===== config.mk =====
export PLATFORM = sky130hd
export DESIGN_NAME = axi_to_core
export DESIGN_NICKNAME = d
export VERILOG_FILES = /design/src/rtl/cobi_stream_pkg.sv /design/src/rtl/program_assembler.sv /design/src/rtl/axi_to_core.sv
export SDC_FILE = /design/constraint.sdc
export NUM_CORES = 1
export LEC_CHECK = 0
export BUFFER_PORTS_ARGS = -buffer_cell sky130_fd_sc_hd__buf_2
export CAP_MARGIN = 20
export CORE_ASPECT_RATIO = 1.2
export CORE_MARGIN = 4
export CORE_UTILIZATION = 55
export CTS_CLUSTER_DIAMETER = 30
export DETAILED_ROUTE_END_ITERATION = 6
export GPL_ROUTABILITY_DRIVEN = 0
export PLACE_DENSITY = 0.81
export SLEW_MARGIN = 20
export SYNTH_ARGS = -nofsm -noshare
export SYNTH_HDL_FRONTEND = slang
export SYNTH_SLANG_ARGS = --single-unit

===== constraint.sdc =====
create_clock -name clk -period 8.2 [get_ports clk]
set_input_delay 0.41 -clock clk [delete_from_list [all_inputs] [get_ports clk]]
set_output_delay 0.41 -clock clk [all_outputs]
set_load 0.01 [all_outputs]

===== src/rtl/cobi_stream_pkg.sv =====
// Shared types and sizing helpers for the COBI stream loader/streamer.
// Beat count and counter width are derived from the two stream widths.
package cobi_stream_pkg;

  typedef enum logic [1:0] {
    ST_RECV,
    ST_COMMIT,
    ST_WAIT
  } axi_to_core_state_t;

  function automatic int num_beats(input int dw, input int pw);
    return pw / dw;
  endfunction

  function automatic int beat_cnt_w(input int dw, input int pw);
    return $clog2(pw / dw);
  endfunction

endpackage


===== src/rtl/program_assembler.sv =====
// Beat counter and assembly buffer for the program image.
// Beat k lands in slice k; clr wipes count and buffer.
module program_assembler
  import cobi_stream_pkg::*;
#(
  parameter int DATA_WIDTH_IN_STREAM = 32,
  parameter int PROGRAM_REG_SIZE     = 128
) (
  input  logic                            clk,
  input  logic                            reset,
  input  logic                            wr_en,
  input  logic                            clr,
  input  logic [DATA_WIDTH_IN_STREAM-1:0] data,
  output logic                            last_beat,
  output logic [PROGRAM_REG_SIZE-1:0]     buffer
);

  localparam int DW = DATA_WIDTH_IN_STREAM;
  localparam int NB = num_beats(DATA_WIDTH_IN_STREAM, PROGRAM_REG_SIZE);
  localparam int CW = beat_cnt_w(DATA_WIDTH_IN_STREAM, PROGRAM_REG_SIZE);

  logic [CW-1:0] cnt;

  assign last_beat = (cnt == CW'(NB - 1));

  always_ff @(posedge clk or posedge reset) begin
    if (reset) begin
      cnt    <= '0;
      buffer <= '0;
    end else if (clr) begin
      cnt    <= '0;
      buffer <= '0;
    end else if (wr_en) begin
      buffer[cnt*DW +: DW] <= data;
      cnt <= last_beat ? '0 : cnt + 1'b1;
    end
  end

endmodule


===== src/rtl/axi_to_core.sv =====
// AXI-Stream loader: assembles beats into program_reg, then waits for core_done.
// Define AXI_TO_CORE_LAST_CHECK_EN to enable s_last framing checks (frame_err).
module axi_to_core
  import cobi_stream_pkg::*;
#(
  parameter int DATA_WIDTH_IN_STREAM = 32,
  parameter int PROGRAM_REG_SIZE     = 128
) (
  input  logic                            clk,
  input  logic                            reset,
  input  logic                            s_valid,
  output logic                            s_ready,
  input  logic                            s_last,
  input  logic [DATA_WIDTH_IN_STREAM-1:0] s_data,
  input  logic                            core_done,
  output logic [PROGRAM_REG_SIZE-1:0]     program_reg,
  output logic                            program_done,
  output logic                            frame_err
);

  localparam int DW = DATA_WIDTH_IN_STREAM;
  localparam int PW = PROGRAM_REG_SIZE;

  axi_to_core_state_t state;

  logic          hs;
  logic          frame_bad;
  logic          wr_en;
  logic          clr;
  logic          last_beat;
  logic [PW-1:0] buffer;
  logic [DW-1:0] unused_top;

  assign hs = s_valid & s_ready;

`ifdef AXI_TO_CORE_LAST_CHECK_EN
  assign frame_bad = s_last ^ last_beat;
`else
  logic unused_last;
  assign unused_last = s_last;
  assign frame_bad   = 1'b0;
`endif

  assign wr_en      = hs & ~frame_bad;
  assign clr        = hs & frame_bad;
  assign unused_top = buffer[PW-1 -: DW];

  program_assembler #(
    .DATA_WIDTH_IN_STREAM(DATA_WIDTH_IN_STREAM),
    .PROGRAM_REG_SIZE    (PROGRAM_REG_SIZE)
  ) u_asm (
    .clk      (clk),
    .reset    (reset),
    .wr_en    (wr_en),
    .clr      (clr),
    .data     (s_data),
    .last_beat(last_beat),
    .buffer   (buffer)
  );

  // Final beat bypasses the buffer so the commit lands on the handshake edge.
  always_ff @(posedge clk or posedge reset) begin
    if (reset) begin
      state        <= ST_RECV;
      s_ready      <= 1'b0;
      program_reg  <= '0;
      program_done <= 1'b0;
      frame_err    <= 1'b0;
    end else begin
      program_done <= 1'b0;
      frame_err    <= 1'b0;
      unique case (state)
        ST_RECV: begin
          s_ready   <= 1'b1;
          frame_err <= clr;
          if (wr_en && last_beat) begin
            program_reg  <= {s_data, buffer[PW-DW-1:0]};
            program_done <= 1'b1;
            s_ready      <= 1'b0;
            state        <= ST_COMMIT;
          end
        end
        ST_COMMIT: begin
          s_ready <= 1'b0;
          state   <= ST_WAIT;
        end
        ST_WAIT: begin
          s_ready <= core_done;
          if (core_done) state <= ST_RECV;
        end
        default: begin
          s_ready <= 1'b0;
          state   <= ST_RECV;
        end
      endcase
    end
  end

endmodule


==> flow_summary.yaml <==
sta:
  whs_ns: 0.204
  hold_viol_final: 0
  worstMarginPinSlew_ns: 1.04
  clock_skew_ns: 0.0143
  final-max-slew-violation-count: 0
  max_freq_mhz: 296
  setup_ws_ns: 4.82
  finalSetupViolCount: 0
  rsz0062_at_grt: "false"
  relSlewSlack: 0.299
  setup_tns_ns: 0
  min_period_over_period: 0.412
  fin_crit_ns: 3.38
clock_network:
  cts_tree: "yes"
  clock-sinks: 230
  insertion_delay_ns: 0.48
  cts_root_buffer: "clkbuf_16"
  h-tree-depth: 2
  path_clk_slew_ns: 0.06
  clockBufferDepth: 3
  numCtsBuffers: 37
global_route:
  grt_pass1_wl_um: 31900
  grt_start_max_net_pins: 151
  first_global_vias: 5899
  grtUsageTotal: 0.224
  grt_overflow_total: 0
  antenna_found_initial: 0
die:
  dieArea_mm2: 0.0181
  coreArea_mm2: 0.0156
  ios: 168
  dieHeight_um: 147
  core.rowCount: 50
  start_util: 0.564
  die_w_um: 124
power:
  leakagePower_nw: 5.75
  powerDensity_mw_per_mm2: 422
  vdd_drop_max_mv: 0.206
  total_power_mw: 4.63
synthesis:
  synth_common_cells: "dfrtp_1, a22o_1, mux2_4"
  synth_top_area_cell: "dfrtp_1"
  seq_area_frac_synth: 0.653
  synth_area_per_cell_um2: 17.1
  syn-num-nets: 558
  synth_area_leaders: "dfrtp_1, mux2_4, a22o_1"
  yosysMostFrequentCell: "dfrtp_1"
  synthFlopType: "dfrtp_1"
  synth-async-reset-ratio: 1.00
  postSynthCellCount: 516
  synth_area_mm2: 0.00882
  ys_seq_elements: 230
  ys_types: 22
  yosysWarnings: 0
  synth_top_cell_area_share: 0.653
  synth_enable_flop_cells: 0
finish:
  stdcell_area_mm2: 0.0110
  fill_cells: 1056
  utilization: 0.701
  syn2layout_area_growth_pct: 24.4
  final_nets: 737
  seq_area_mm2: 0.00576
  multi_input_area_mm2: 0.00280
  fin_cells: 927
  drive_above_1_share: 0.517
  largest_reg_flops: 128
  diodes: 0
critical_path:
  setup.worst_path.start: "u_asm.cnt[0]"
  worst-setup-path-type: "reg -> reg"
  cp_max_fo: 33
  arrival_ns: 3.78
  end_kind: "register"
  r2r_start: "u_asm.cnt[0]"
  worst_setup_path_start_kind: "register"
  reg2regPathDepth: 6
  cp.required_ns: 8.61
detailed_routing:
  antenna_left: 0
  first_pass_iters: 4
  routed_wirelength_um: 20300
  viasPerCell: 5.66
  route.detailed.drc: 0
  via_count: 5243
  avgRoutedWirePerCell_um: 21.9
  drt-initial-drc-count: 326
worst_hold_path:
  hp-start: "s_data[9]"
  hold_path_depth: 2
  worstHoldPathType: "in -> reg"
status:
  outcome: "finished, final reports clean"
placement:
  port_buffers: 165
  placed_cell_area_mm2: 0.00973
  hpwl_um: 12200
  preCtsSetupSlack_ns: 4.82
  place_inst: 862
job:
  drv_cap: 0
==> timing repair <==
item | 4_1_cts | 5_1_grt
setup buffers | 0 | 0
hold buffers | 0 | 1
hold endpoints to repair | 0 | 45
gates resized for setup | 0 | 0
==> layer usage <==
layer | global-route usage | share of wire | vias up
met2 | 0.377 | 0.51 | 175
li1 | - | - | 2255
met4 | 0.0731 | 0.025 | 0
met5 | 0 | 0 | -
met1 | 0.294 | 0.41 | 2776
met3 | 0.0389 | 0.051 | 37
==> critical path, stage by stage, from the launching register on <==
cell     delay (ns)
dfrtp_1        0.49
inv_1          0.16
ha_1           0.18
nand3_2        0.72
nor4_4         1.16
buf_4          0.40
a22o_1         0.18
==> cells by family (layout without fill, tap and decap cells) <==
logic type               after synthesis  after routing  share of synthesized area
AO/OA/AOI/OAI                         96             96                     0.0954
flip-flops                           230            230                      0.653
buffers and inverters                 37            240                     0.0350
other                                  1              1                   0.000425
adder cells (fa/ha/maj)                5              5                    0.00710
multiplexers                         132            132                      0.198
AND/OR/NAND/NOR                       15             15                     0.0115
==> worst paths after layout <==
kind                       slack [ns]                to
max                              4.82  u_asm.buffer[80]
min                              0.20  u_asm.buffer[41]
max reg2reg                      4.82  u_asm.buffer[80]
min reg2reg                      0.47           s_ready
max in group asynchronous        5.90   program_reg[60]
min in group asynchronous        0.48  program_reg[122]
==> placed cells by master, fill, tap and decap left out, types with 4 or more instances in the layout <==
cell	instances
dfrtp_1	230
buf_2	165
a22o_1	96
mux2_4	69
mux2_2	62
clkbuf_16	37
ha_1	5
clkbuf_8	5
clkinv_2	5
clkinvlp_4	5
buf_4	4
==> area by class of cell <==
cell class	count	share of cell area
clock buffer	45	0.0917
clock inverter	18	0.0184
inverter	5	0.00285
multi-input combinational	249	0.255
sequential	230	0.525
tap	208	0.0237
timing repair buffer	172	0.0839
==> where the power goes <==
group          switching [mW]  internal, mW
Clock                   0.526         0.971
Combinational           0.578         0.690
Sequential              0.279          1.59
Note: power is estimated with default switching activity, not from simulation.
